`config.mk`:
```
export PLATFORM = sky130hd
export DESIGN_NAME = shiftreg_sched
export DESIGN_NICKNAME = d
export VERILOG_FILES = /design/src/rtl/shiftreg_pkg.sv /design/src/rtl/rr_arb2.sv /design/src/rtl/shiftreg_sched.sv
export SDC_FILE = /design/constraint.sdc
export NUM_CORES = 1
export LEC_CHECK = 0
export CORE_ASPECT_RATIO = 1.5
export CORE_MARGIN = 2
export CORE_UTILIZATION = 42
export CTS_CLUSTER_DIAMETER = 50
export DETAILED_ROUTE_END_ITERATION = 6
export PLACE_DENSITY = 0.75
export SYNTH_ARGS = -nofsm -noshare
export SYNTH_HDL_FRONTEND = slang
export SYNTH_HIERARCHICAL = 1
export SYNTH_SLANG_ARGS = --single-unit
```
`constraint.sdc`:
```
create_clock -name clk -period 1.9 [get_ports clk]
set_input_delay 0.19 -clock clk [delete_from_list [all_inputs] [get_ports clk]]
set_output_delay 0.19 -clock clk [all_outputs]
set_load 0.01 [all_outputs]
```
`src/rtl/shiftreg_pkg.sv`:
```
// Shared mode codes, FSM encoding and helpers for the shift-register scheduler.
// Mode codes match the select inputs of the shared universal shift register.
package shiftreg_pkg;

   localparam logic [1:0] SR_HOLD  = 2'b00;
   localparam logic [1:0] SR_RIGHT = 2'b01;
   localparam logic [1:0] SR_LEFT  = 2'b10;
   localparam logic [1:0] SR_LOAD  = 2'b11;

   typedef enum logic [1:0] {
      ST_IDLE  = 2'd0,
      ST_LOAD  = 2'd1,
      ST_SHIFT = 2'd2,
      ST_DONE  = 2'd3
   } state_t;

   function automatic logic [1:0] shift_mode(input logic dir);
      return dir ? SR_LEFT : SR_RIGHT;
   endfunction

endpackage

```
`src/rtl/rr_arb2.sv`:
```
// Two-way round-robin arbiter: one-hot grant, combinational from valid.
// Pointer moves only on advance, away from the requester just served.
module rr_arb2 (
   input  logic       clk,
   input  logic       reset,
   input  logic [1:0] valid_i,
   input  logic       advance_i,
   output logic [1:0] grant_o
);

   // prefer_q = index of the requester that wins a tie
   logic prefer_q, prefer_d;

   always_comb begin
      grant_o = 2'b00;
      unique case (valid_i)
         2'b01:   grant_o = 2'b01;
         2'b10:   grant_o = 2'b10;
         2'b11:   grant_o = prefer_q ? 2'b10 : 2'b01;
         default: grant_o = 2'b00;
      endcase
   end

   always_comb begin
      prefer_d = prefer_q;
      if (advance_i && (grant_o != 2'b00))
         prefer_d = grant_o[0];
   end

   always_ff @(posedge clk or negedge reset) begin
      if (!reset)
         prefer_q <= 1'b0;
      else
         prefer_q <= prefer_d;
   end

endmodule

```
`src/rtl/shiftreg_sched.sv`:
```
// Schedules two requesters onto one universal shift register: load, COUNT shifts, done pulse.
// Latency accept->done = COUNT+2 cycles; requests wait on ready while a job is in flight.
module shiftreg_sched
   import shiftreg_pkg::*;
#(
   parameter int WIDTH = 4,
   parameter int CNTW  = 3
) (
   input  logic             clk,
   input  logic             reset,
   input  logic             req0_valid,
   output logic             req0_ready,
   input  logic [WIDTH-1:0] req0_data,
   input  logic             req0_dir,
   input  logic [CNTW-1:0]  req0_count,
   output logic             req0_done,
   input  logic             req1_valid,
   output logic             req1_ready,
   input  logic [WIDTH-1:0] req1_data,
   input  logic             req1_dir,
   input  logic [CNTW-1:0]  req1_count,
   output logic             req1_done,
   output logic [WIDTH-1:0] req_result,
   output logic             busy,
   output logic [WIDTH-1:0] sr_a,
   output logic [1:0]       sr_s,
   input  logic [WIDTH-1:0] sr_q
);

   state_t           state_q, state_d;
   logic [CNTW-1:0]  cnt_q, cnt_d;
   logic             dir_q;
   logic             owner_q;
   logic [WIDTH-1:0] sr_a_q;
   logic [WIDTH-1:0] result_q;
   logic [1:0]       grant;
   logic             accept;

   rr_arb2 u_arb (
      .clk       (clk),
      .reset     (reset),
      .valid_i   ({req1_valid, req0_valid}),
      .advance_i (accept),
      .grant_o   (grant)
   );

   // Readies are gated by reset so nothing looks accepted while reset is held.
   assign req0_ready = reset && (state_q == ST_IDLE) && grant[0] && req0_valid;
   assign req1_ready = reset && (state_q == ST_IDLE) && grant[1] && req1_valid;
   assign accept     = req0_ready || req1_ready;

   assign sr_a       = sr_a_q;
   assign req_result = (state_q == ST_DONE) ? sr_q : result_q;

   always_comb begin
      state_d   = state_q;
      cnt_d     = cnt_q;
      sr_s      = SR_HOLD;
      busy      = 1'b1;
      req0_done = 1'b0;
      req1_done = 1'b0;
      unique case (state_q)
         ST_IDLE: begin
            busy = 1'b0;
            if (accept)
               state_d = ST_LOAD;
         end
         ST_LOAD: begin
            sr_s    = SR_LOAD;
            state_d = (cnt_q == '0) ? ST_DONE : ST_SHIFT;
         end
         ST_SHIFT: begin
            sr_s  = shift_mode(dir_q);
            cnt_d = cnt_q - CNTW'(1);
            if (cnt_q == CNTW'(1))
               state_d = ST_DONE;
         end
         ST_DONE: begin
            req0_done = !owner_q;
            req1_done = owner_q;
            state_d   = ST_IDLE;
         end
         default: state_d = ST_IDLE;
      endcase
   end

   always_ff @(posedge clk or negedge reset) begin
      if (!reset) begin
         state_q  <= ST_IDLE;
         cnt_q    <= '0;
         dir_q    <= 1'b0;
         owner_q  <= 1'b0;
         sr_a_q   <= '0;
         result_q <= '0;
      end else begin
         state_q <= state_d;
         cnt_q   <= cnt_d;
         // Command fields are captured only on the accept edge.
         if (accept) begin
            owner_q <= req1_ready;
            sr_a_q  <= req1_ready ? req1_data  : req0_data;
            dir_q   <= req1_ready ? req1_dir   : req0_dir;
            cnt_q   <= req1_ready ? req1_count : req0_count;
         end
         if (state_q == ST_DONE)
            result_q <= sr_q;
      end
   end

endmodule

```
Word level (Yosys, flattened, before mapping). Cells that the tools add are included.

$add $sub $neg: 1. Eq/ne operators: 9. Mux-type cells: 17. Reduce and logical (&&, ||, !) cells: 13.

Operator list (count): $mux 3 (3); $eq 2x2->1 const B (4); $mux 2 (4); $mux 4 (2); $pmux 2 s4 (1); $logic_and 1x1->1 (6); $pmux 2 s3 (1); $mux 1 (5); $eq 2x1->1 const B (2); $pmux 2 s2 (1); $reduce_bool 2->1 (2); $eq 3x1->1 const B (1); $logic_not 3->1 (1); $sub 3x1->3 const B (1); $logic_not 2->1 (1); $ne 2x1->1 const B (1); $ne 2x2->1 const B (1); $reduce_and 2->1 (1); $logic_not 1->1 (1); $logic_or 1x1->1 (1).

Flip-flop bits (word level): 16. Output and inout bits: 15.

Depth between registers and ports, before layout. Gate-level depths: netlist of run 1.

Depth in word-level cells: 7. Gate-level depth with buffers: 6. Mapped depth without buffers: 6.

By module. The synthesis of run 1 kept the hierarchy.

By module, submodules not included: shiftreg_sched (instances 1, cells an instance 79, area an instance 928.4 sq um, seq. area each 375.4 sq um); rr_arb2 (instances 1, cells an instance 6, area an instance 55.1 sq um, seq. area each 25.0 sq um).

Worst setup path before layout of run 1. OpenSTA, ideal clock, no wires.

Path kind: register -> register. From: reg u_arb.prefer_q. To: reg state_q[1]. Data arrival time: 1.530 ns. Slack: 0.245 ns. Stages on the path, launching flop included: 6. Path buffers: 0. Path through: dfrtp_1 > inv_1 > a21boi_1 > a22oi_2 > a221oi_1 > mux2_2.

Cells in the longest elaborated chain, start to end: 7. Elaborated cells between the ends (all ways): 9. Classes of those cells: eq/ne: 1; mux: 2; reduce/logical: 6.

RTL lines: start: declaration (line rr_arb2.sv:12) `logic prefer_q, prefer_d;`; start signal: assignment (line rr_arb2.sv:34) `prefer_q <= prefer_d;`; $mux 2 (line rr_arb2.sv:19) `2'b11: grant_o = prefer_q ? 2'b10 : 2'b01;`; $pmux 2 s3 (line rr_arb2.sv:16) `unique case (valid_i)`; via grant[1] (line shiftreg_sched.sv:36) `logic [1:0] grant;`; $logic_and 1x1->1 (2 in series) (line shiftreg_sched.sv:49) `assign req1_ready = reset && (state_q == ST_IDLE) && grant[1] && req1_valid;`; $logic_or 1x1->1 (line shiftreg_sched.sv:50) `assign accept = req0_ready || req1_ready;`; $ne 2x1->1 (no line); $reduce_and 2->1 (no line); end signal: assignment (line shiftreg_sched.sv:96) `state_q <= state_d;`; end: declaration (line shiftreg_sched.sv:30) `state_t state_q, state_d;`.

The timed path passes the listed nets, and every way through them passes these cells. A chain may end at the register's enable or synchronous reset.

Worst setup path in the final report of run 1.
From: reg state_q[0]. To: out req_result[2].

Cells in the longest elaborated chain, start to end: 2.

RTL lines: $eq 2x2->1 (line shiftreg_sched.sv:53) `assign req_result = (state_q == ST_DONE) ? sr_q : result_q;`; $mux 4; end: declaration (line shiftreg_sched.sv:23) `output logic [WIDTH-1:0] req_result,`.

No other way between the ends.

==> results.md, run 1 <==
* Register area share after synthesis at 40.7%
* DR vias/cell at approximately 5
* Warnings from Yosys at 6
* Worst-Skew Late Latency at just under 300 ps
* Worst path arrival time at about 1600 ps
* Cell Rows at 21
* Fin nets at 180
* Post-Syn Nets at 117
* Core outline area at between 0.002 and 0.0025 mm²
* Vert. Die Dim at approximately 63 µm
* Synth Instances at 85
* DPL Wire Length at ~1.7 mm
* Remaining Overflow, GRT at 0
* Sequential Power Share at just under 30%
* Req. time, crit path at between 1500 and 2000 ps
* Die area at 0.00275 mm²
* Pin count of the biggest net entering global routing at 10
* Critical path endpoint category: output port
* Routability congestion estimate at 0.734
* Layout cells sized above 1 at 34.0%
* Tot GR Track Use at between 10% and 20%
* Clock Path Buffers at 2
* Clock Sinks at 16
* Die W at about 44 µm
* Post-place instance area at approximately 0.0015 mm²
* Post-route ant nets at 0
* CTS tree: done
* Sw Share at 35.2%
* Async S/R FF share, synth at 100%
* Setup TNS Final at 0 ps
* Setup ws final at approximately 120 ps
* Post-Synth XOR/XNOR Area at under 10%
* Synth Area in Adders at 10.2%
* CP max FO at 5
* Final hold vios at 0
* # hold bufs at CTS at 0
* Worst slew margin at between 70% and 80%
* Post-Synth Simple-Gate Area at under 10%
* Outcome: complete, no violations
* Int Pwr at about 1.4 mW
* Combinational family with the most area after synthesis: multiplexers
* EDFF count, synth at 0
* Ant diodes at 0
* Starting Density at between 40 and 50%
* Final setup vio count at 0
* CP max-delay cell: dfrtp_1
* # fillers at 182
* Most used DFF post-synth: dfrtp_1
* WL/cell at 12.2 µm
* Leakage power at roughly 0.76 nW
* CTS root buffer: clkbuf_4
* DRC violations left at 0
* Mapped cell area at slightly below 0.001 mm²
* Max-Cap Viols at 0
* HP Class: in2async
* Power per Cell Area at about 1300 mW/mm²
* Final Max Tran Viols at 0
* RSZ-0062 raised after global routing: false
* Post-Syn Area per Cell at roughly 12 µm²
* Slowest cell delay on critical path at about 400 ps
* Peak supply drop at around 0.00073 V
* Minimum clock period after layout at 1780 ps
* Comb power frac at approximately three fifths
* Routed Wire Length at between 2 and 2.5 mm
* Area Growth Syn to Fin at 62.2%
* Fmax at about 0.56 GHz
* I/O Buffers at 38
* Total number of vias at 840
* First-pass GRT wire length at approximately 3.8 mm
* Ports at 39
* Number of global-route vias before repair at approximately 910
* Tcrit/Tclk final at between 90% and 100%
* DR iter-0 viols at 7
* Final setup skew at around 1.2 ps
* Slew at the pin closest to its max-slew limit at 331 ps
* Psw at between 0.7 and 0.8 mW
* Place WS at -159 ps
* Final instance area at around 0.0016 mm²
* First drt pass iteration count at 2
* Initial antenna violation count at 0
* Mux cell area share after synthesis at a little under a quarter
* Compound-Gate Fraction of Synth Area at a little over a tenth
* Yosys cell types at 27
* Worst-path clk slew at about 90 ps
* CTS Buf Count at 3
* Clock network fraction of design power at between 10% and 20%
* H-Tree Level Count at 1
* Seq cells post-synth at 16
* Class of the most critical setup path: reg2out
* Startpoint Class: flip-flop
* CP cell instances: buf_4 > ha_4 > mux2_2 > dlygate4sd2_1
-- synthesized netlist by cell type, types with 2 or more instances --
master,n,share of area [%]
nor2b_1,4,2.5
nand2_1,5,1.9
mux2i_1,6,6.1
o21ai_0,2,1.0
dfrtp_1,16,41
mux2_2,15,17
ha_1,8,10
a21oi_1,2,1.0
inv_1,9,3.4
-- metal layers --
layer,share of wire [%],vias to the layer above,track usage [%]
met2,54,25,32.6
met3,3.0,4,1.72
met5,0,-,0
met4,1.6,0,7.95
met1,41,391,21.0
li1,-,420,-
-- logic make-up (layout without fill, tap and decap cells) --
family / after synthesis / count (layout)
compound gates: 14 / 14
mux: 21 / 21
fa+ha+maj: 8 / 8
flops: 16 / 16
xor+xnor: 2 / 2
simple gates: 14 / 14
buf+inv: 10 / 72
-- area by class of cell --
type                    instances  area, µm²  share of cell area [%]
well taps                      23       28.8                    1.80
flip-flops and latches         16        402                    25.2
multi-input cells              59        573                    35.9
clock buffers                   4       36.3                    2.27
repair buffers                 59        522                    32.7
inverters                       9       33.8                    2.12
-- worst paths after layout --
path                       slack, ps       endpoint            from  cells after the start
setup reg to reg                 210     state_q[1]  u_arb/prefer_q                      4
max in group asynchronous       1380     state_q[1]           reset                      2
hold / removal                   360    result_q[3]           reset                      2
hold reg to reg                  500    result_q[3]     result_q[3]                      1
setup / recovery                 120  req_result[2]      state_q[0]                      4
min in group clk                 500    result_q[3]     result_q[3]                      1
-- cell usage in the layout (no fill, tap or decap), drive strengths merged --
master and instances:
inv 9, a21boi 2, nand4 1, nand2b 1
a221o 1, o211a 1, a31oi 1, a21oi 2
xor2 1, and2 1, o21a 1, a22oi 1
mux2i 6, o21ai 2, clkdlybuf4s50 28, nand2 5
nor2 2, nor2b 4, ha 8, a221oi 1
clkbuf 5, mux2 15, buf 21, dfrtp 16
a21o 1, xnor2 1, o2bb2ai 1, dlygate4sd2 9
-- timing repair --
| item | CTS | global route |
|---|---|---|
| gates cloned | 0 | 0 |
| endpoints found under the hold margin | 0 | 0 |
| pin swaps | 1 | 0 |
| buffers inserted | 6 | 0 |
| setup endpoints to repair | 11 | 1 |
| gates resized for setup | 19 | 1 |
-- flip-flops by register name, indices dropped and copies added, names as in the netlist --
signal,cells
cnt_q,3
state_q,2
result_q,4
u_arb/prefer_q,1
owner_q,1
sr_a,4
dir_q,1
-- power by group through the flow --
stage / registers, mW / logic, mW / clock network (mW)
floorplan: 0.633 / 0.660 / 0
global placement: 0.624 / 1.19 / 0
detailed placement: 0.634 / 1.21 / 0
CTS: 0.634 / 1.30 / 0.236
global route: 0.661 / 1.44 / 0.245
finish: 0.634 / 1.29 / 0.228
-- worst max-delay path: cells and delay by family, from the launching register on --
kind,cells,cell delay (ps)
muxes,1,340
buffers and inverters,2,410
DFF,1,400
adders and majority gates,1,150
-- through the flow --
stage | hold WS (ps) | cells | total power, mW | utilization [%]
2_1_floorplan | -106 | 85 | 1.29 | -
3_3_place_gp | 479 | 160 | 1.82 | 67.2
3_5_place_dp | 488 | 160 | 1.85 | 67.2
4_1_cts | 354 | 170 | 2.17 | 71.7
5_1_grt | 393 | 170 | 2.34 | 71.4
6_report | 364 | 170 | 2.15 | 71.4
No activity file was read; power rests on OpenSTA's default activity.
==> inputs of run 2 (changes only) <==
ABC_CLOCK_PERIOD_IN_PS = 1900   (was default)
CORE_ASPECT_RATIO = 1.2   (was 1.5)
GPL_ROUTABILITY_DRIVEN = 1   (was default)
==> results.md, run 2 (synthesized netlist as in run 1, its figures left out) <==
* Outcome: complete, no violations
* DR iter-0 viols at 3 (-4)
* Clock Sinks at 16 (unchanged)
* Fmax at 0.557 GHz (-0.66%)
* Util after Layout at 68.9% (-2.6 points)
* WL/cell at 12.6 µm (+3.2%)
* CTS Buf Count at 3 (unchanged)
* Reg2Reg Setup Slack at 120 ps (-90 ps)
* First drt pass iteration count at 4 (+2)
* Leakage power at 0.737 nW (-3.5%)
* H-Tree Level Count at 1 (unchanged)
* Register area at 402 µm² (unchanged)
* Number of global-route vias before repair at 895 (-1.4%)
* Class of the most critical setup path: reg2out
* Crit Reg-Reg Startpoint: u_arb/prefer_q
* Fin nets at 174 (-3.3%)
* Final setup vio count at 0 (unchanged)
* Vert. Die Dim at 57.0 µm (-9.9%)
* Total number of vias at 814 (-3.1%)
* Peak supply drop at 0.000776 V (+5.9%)
* Crit Reg-Reg Endpoint: state_q[1]
* Worst-Skew Late Latency at 280 ps (about the same)
* Clock Path Buffers at 2 (unchanged)
* Routed Wire Length at 2.16 mm (+3.9%)
* Post-place instance area at 0.00150 mm² (+0.17%)
* Place WS at -151 ps (+7.47 ps)
* Inst Count DP at 167 (+4.4%)
* Pin count of the biggest net entering global routing at 11 (+1)
* Slew at the pin closest to its max-slew limit at 354 ps (+23.0 ps)
* Layout cells sized above 1 at 30.0% (-4.0 points)
* CP max FO at 6 (+1)
* Initial antenna violation count at 0 (unchanged)
* Critical path endpoint category: output port
* First-pass GRT wire length at 3.66 mm (-3.8%)
* Worst slew margin at 76.2% (-1.7 points)
* Most frequent cells in the layout: clkdlybuf4s50_1 (29), mux2_2 (15), dfrtp_1 (15), buf_4 (15), dlygate4sd2_1 (8)
* Starting Density at 43.5% (-0.49 points)
* I/O Buffers at 38 (unchanged)
* Die area at 0.00275 mm² (-0.23%)
* Setup ws final at 105 ps (-11.9 ps)
* CTS root buffer: clkbuf_4
* Final setup skew at 1.34 ps (+0.0935 ps)
* Worst path arrival time at 1600 ps (about the same)
* Area Growth Syn to Fin at 58.1%
* Final instance area at 0.00156 mm² (-2.5%)
* Post-route insts no fill at 171 (+0.59%)
* Area of the multi-input gates at 573 µm² (unchanged)
* Cell Rows at 19 (-9.5%)
* Setup TNS Final at 0 ps (unchanged)
* Final hold vios at 0 (unchanged)
* Max-Cap Viols at 0 (unchanged)
* Ports at 39 (unchanged)
* Tot GR Track Use at 18.1% (-0.070 points)
* Most common cell after layout, fill and taps aside: clkdlybuf4s50_1
* DR vias/cell at 4.76 (-3.7%)
* Die W at 48.2 µm (+11%)
* DRC violations left at 0 (unchanged)
* Final Max Tran Viols at 0 (unchanged)
* Power per Cell Area at 1310 mW/mm² (-2.4%)
* HP Class: in2async
* R2R cell count at 4 (unchanged)
* # fillers at 184 (+1.1%)
* DPL Wire Length at 1.75 mm (+5.1%)
* Post-route ant nets at 0 (unchanged)
* Minimum clock period after layout at 1790 ps (+11.9 ps)
* Tcrit/Tclk final at 94.5% (+0.63 points)
* CTS tree: done
* Core outline area at 0.00226 mm² (+1.1%)
* Worst-path clk slew at 90 ps (about the same)
* Ant diodes at 0 (unchanged)
* Startpoint Class: flip-flop
* Req. time, crit path at 1710 ps (about the same)
* RSZ-0062 raised after global routing: false
* Routability congestion estimate at 0.837 (+14%)
* Remaining Overflow, GRT at 0 (unchanged)
[run 2: area by class of cell]
class                           instances  area share [%]
Clock buffer                            3            1.45
Sequential cell                        16            25.8
Timing Repair Buffer                   53            31.2
Inverter                                9            2.17
Multi-Input combinational cell         59            36.8
Tap cell                               31            2.49
[run 2: report_power, final]
| group | leakage (nW) | internal (mW) | switching, mW | total (mW) |
|---|---|---|---|---|
| clock network | 0.0138 | 0.0735 | 0.101 | 0.174 |
| registers | 0.187 | 0.521 | 0.114 | 0.635 |
| logic | 0.536 | 0.706 | 0.530 | 1.24 |
| total | 0.737 | 1.30 | 0.745 | 2.04 |
[run 2: worst max-delay path, stage by stage, from the launching register on]
cell             delay, ps
dfrtp_1                410
buf_4                  150
ha_4                   170
and2_1                 130
clkdlybuf4s50_1        470
[run 2: what timing repair did]
action | CTS | global route
gates cloned | 0 | 0
hold buffers | 0 | 0
resized for setup | 16 | 1
buffers inserted | 1 | 0
setup endpoints to repair | 10 | 1
[run 2: worst max-delay path by stage]
stage / startpoint / end / slack [ps] / cells past startpoint
2_1_floorplan: u_arb/prefer_q / state_q[1] / 250 / 5
3_3_place_gp: req0_valid / state_q[1] / -70 / 5
3_5_place_dp: req0_valid / state_q[1] / -150 / 5
4_1_cts: state_q[0] / req0_done / 40 / 4
5_1_grt: u_arb/prefer_q / state_q[1] / 6 / 4
6_report: state_q[0] / req1_done / 110 / 4
[run 2: through the flow]
step / hold WS, ps / power [mW]
floorplan: -106 / 1.29
global placement: 482 / 1.82
CTS: 336 / 2.07
global route: 348 / 2.21
finish: 333 / 2.04
detailed placement: 493 / 1.86
[run 2: metal layers]
layer,part of all wire (%),track usage (%)
met5,0,0
met2,55,31.8
met1,41,22.0
met4,1.3,4.63
met3,2.6,2.85
==> inputs of run 3 (changes only) <==
CORE_UTILIZATION = 43   (was 42)
PLACE_DENSITY = 0.76   (was 0.75)
SYNTH_HIERARCHICAL = default   (was 1)
==> results.md, run 3 <==
* Outcome: complete, no violations
* Final Max Tran Viols at 0 (unchanged)
* Most frequent cell after synthesis: dfrtp_1
* Pin count of the biggest net entering global routing at 12 (+1)
* Peak supply drop at 0.000925 V (+19%)
* Starting Density at 44.5% (+0.97 points)
* Core outline area at 0.00223 mm² (-1.1%)
* WL/cell at 14.4 µm (+14%)
* Class of the most critical setup path: reg2out
* Warnings from Yosys at 0 (-6)
* HP Class: in2async
* Top post-synthesis cells by count: dfrtp_1 (16), a41oi_1 (8), ha_1 (8), o21ai_0 (8), inv_1 (7)
* Most common cell after layout, fill and taps aside: clkdlybuf4s50_1
* Fin nets at 176 (+1.1%)
* Ports at 39 (unchanged)
* Ant diodes at 0 (unchanged)
* Crit Reg-Reg Startpoint: state_q[1]
* Area Growth Syn to Fin at 54.0%
* Worst-path clk slew at 100 ps (about the same)
* Power per Cell Area at 1460 mW/mm² (+11%)
* Worst path arrival time at 1640 ps (+40 ps)
* Minimum clock period after layout at 1830 ps (+35.3 ps)
* Largest area contributor in the netlist: dfrtp_1
* Total number of vias at 927 (+14%)
* Final setup vio count at 0 (unchanged)
* Synth top area share at 40.3% (-0.46 points)
* Final instance area at 0.00153 mm² (-1.5%)
* Post-place instance area at 0.00145 mm² (-3.7%)
* DR iter-0 viols at 19 (+16)
* CP max FO at 6 (unchanged)
* GR Layer Usage met3 at 2.89% (+0.046 points)
* DPL Wire Length at 1.93 mm (+10%)
* CTS root buffer: clkbuf_4
* CTS Buf Count at 3 (unchanged)
* RSZ-0062 raised after global routing: false
* Die area at 0.00272 mm² (-1.1%)
* Clock Sinks at 16 (unchanged)
* R2R cell count at 6 (+2)
* Layer with the highest usage: met2
* Post-Syn Nets at 127 (+8.5%)
* Clock Path Buffers at 2 (unchanged)
* Post-route insts no fill at 174 (+1.8%)
* EDFF count, synth at 0 (unchanged)
* # fillers at 193 (+4.9%)
* Post-route ant nets at 0 (unchanged)
* Critical path endpoint category: output port
* Met1 Use GR at 27.4% (+5.4 points)
* Setup TNS Final at 0 ps (unchanged)
* Top post-synthesis cells by area: dfrtp_1 (40%), ha_1 (10%), a41oi_1 (7.0%), mux2_2 (5.7%), a2bb2oi_1 (5.3%)
* Register area share after synthesis at 40.3% (-0.46 points)
* H-Tree Level Count at 1 (unchanged)
* Grt met2 use at 33.3% (+1.6 points)
* Routed Wire Length at 2.50 mm (+16%)
* First drt pass iteration count at 4 (unchanged)
* Tot GR Track Use at 20.7% (+2.5 points)
* Startpoint Class: flip-flop
* Hold slack at 101 ps (-232 ps)
* Inst Count DP at 167 (unchanged)
* First-pass GRT wire length at 4.06 mm (+11%)
* I/O Buffers at 38 (unchanged)
* Cell Rows at 19 (unchanged)
* Most frequent cells in the layout: clkdlybuf4s50_1 (27), dfrtp_1 (15), buf_4 (13)
* Worst slew margin at 78.7% (+2.5 points)
* Die W at 47.9 µm (-0.56%)
* DRC violations left at 0 (unchanged)
* Number of global-route vias before repair at 908 (+1.5%)
* Seq cells post-synth at 16 (unchanged)
* Async S/R FF share, synth at 100% (unchanged)
* Worst-Skew Late Latency at 280 ps (about the same)
* Final setup skew at 5.68 ps (+4.34 ps)
* CTS tree: done
* # hold bufs at CTS at 0 (unchanged)
* Yosys cell types at 29 (+7.4%)
* Mapped cell area at 995 µm² (+1.1%)
* Tcrit/Tclk final at 96.3% (+1.9 points)
* Vert. Die Dim at 56.7 µm (-0.57%)
* Req. time, crit path at 1710 ps (about the same)
* Routability congestion estimate at 0.900 (+7.6%)
* Place WS at 110 ps (+261 ps)
* Setup ws final at 70.0 ps (-35.3 ps)
* Leakage power at 0.704 nW (-4.5%)
* Most used DFF post-synth: dfrtp_1
* Synth Instances at 95 (+12%)
* DR vias/cell at 5.33 (+12%)
* Post-Syn Area per Cell at 10.5 µm² (-9.5%)
* Max-Cap Viols at 0 (unchanged)
* Crit Reg-Reg Endpoint: sr_a[3]
* Final hold vios at 0 (unchanged)
* Fmax at 0.546 GHz (-1.9%)
* Remaining Overflow, GRT at 0 (unchanged)
* Initial antenna violation count at 0 (unchanged)
* Reg2Reg Setup Slack at 250 ps (+130 ps)
* Slew at the pin closest to its max-slew limit at 319 ps (-35.0 ps)
* Layout cells sized above 1 at 20.3% (-9.7 points)
[run 3: cell types whose count changed after synthesis, moves of 2 or more]
cell       before  now
mux2_2         15    5
a41oi_1         0    8
a2bb2oi_1       0    6
mux2i_1         6    0
o21ai_0         2    8
a22oi_1         0    3
nand2_1         5    2
buf_2           0    2
clkbuf_1        1    3
inv_1           9    7
nand3_1         0    2
[run 3: worst max path at each step]
stage	slack, ps	start	end	cells after the start
after floorplan	370	state_q[0]	state_q[1]	5
after global placement	130	reset	req0_ready	4
after detailed placement	110	reset	req0_ready	4
after CTS	30	state_q[1]	busy	5
after global routing	3	state_q[0]	req_result[3]	4
final	70	state_q[0]	req_result[3]	4
[run 3: logic make-up (layout without fill, tap and decap cells)]
kind of cell	Yosys count	after routing	synth area share [%]
xor gates and xnor gates	2	2	1.76
DFF	16	16	40.3
buffers and inverters	14	62	6.67
and+or+nand+nor	14	14	7.55
AOI/OAI and AO/OA	36	36	28.1
adders and majority gates	8	8	10.1
muxes	5	5	5.66
[run 3: area by class of cell]
class | instances | area (µm²) | area share, %
repair buffers | 51 | 475 | 31.0
flip-flops and latches | 16 | 402 | 26.2
inverters | 7 | 26.3 | 1.72
multi-input cells | 65 | 553 | 36.1
well taps | 31 | 38.8 | 2.53
clock buffers | 4 | 36.3 | 2.37
[run 3: per-stage QoR]
stage	utilization, %	power [mW]
final	68.5	2.23
after global routing	68.5	2.40
after CTS	67.7	2.22
after detailed placement	64.8	1.97
after global placement	64.8	1.91
after floorplan	-	1.39
[run 3: worst max-delay path: stages, from the launching register on]
cell           delay (ps)
dfrtp_1               400
buf_4                 150
ha_4                  160
mux2_2                350
dlygate4sd2_1         290
[run 3: repair_timing]
action / 4_1_cts / 5_1_grt
buffers inserted: 3 / 0
gates resized for setup: 13 / 4
setup endpoints to repair: 11 / 3
[run 3: routing by layer]
metal | vias up | part of all wire, %
met5 | - | 0
met2 | 26 | 51
met1 | 449 | 44
met4 | 0 | 0.60
li1 | 450 | -
met3 | 2 | 4.1
[run 3: power breakdown]
group | internal [mW] | total [mW] | switching (mW)
logic | 0.754 | 1.38 | 0.624
clock network | 0.116 | 0.226 | 0.109
registers | 0.520 | 0.628 | 0.108
total | 1.39 | 2.23 | 0.841
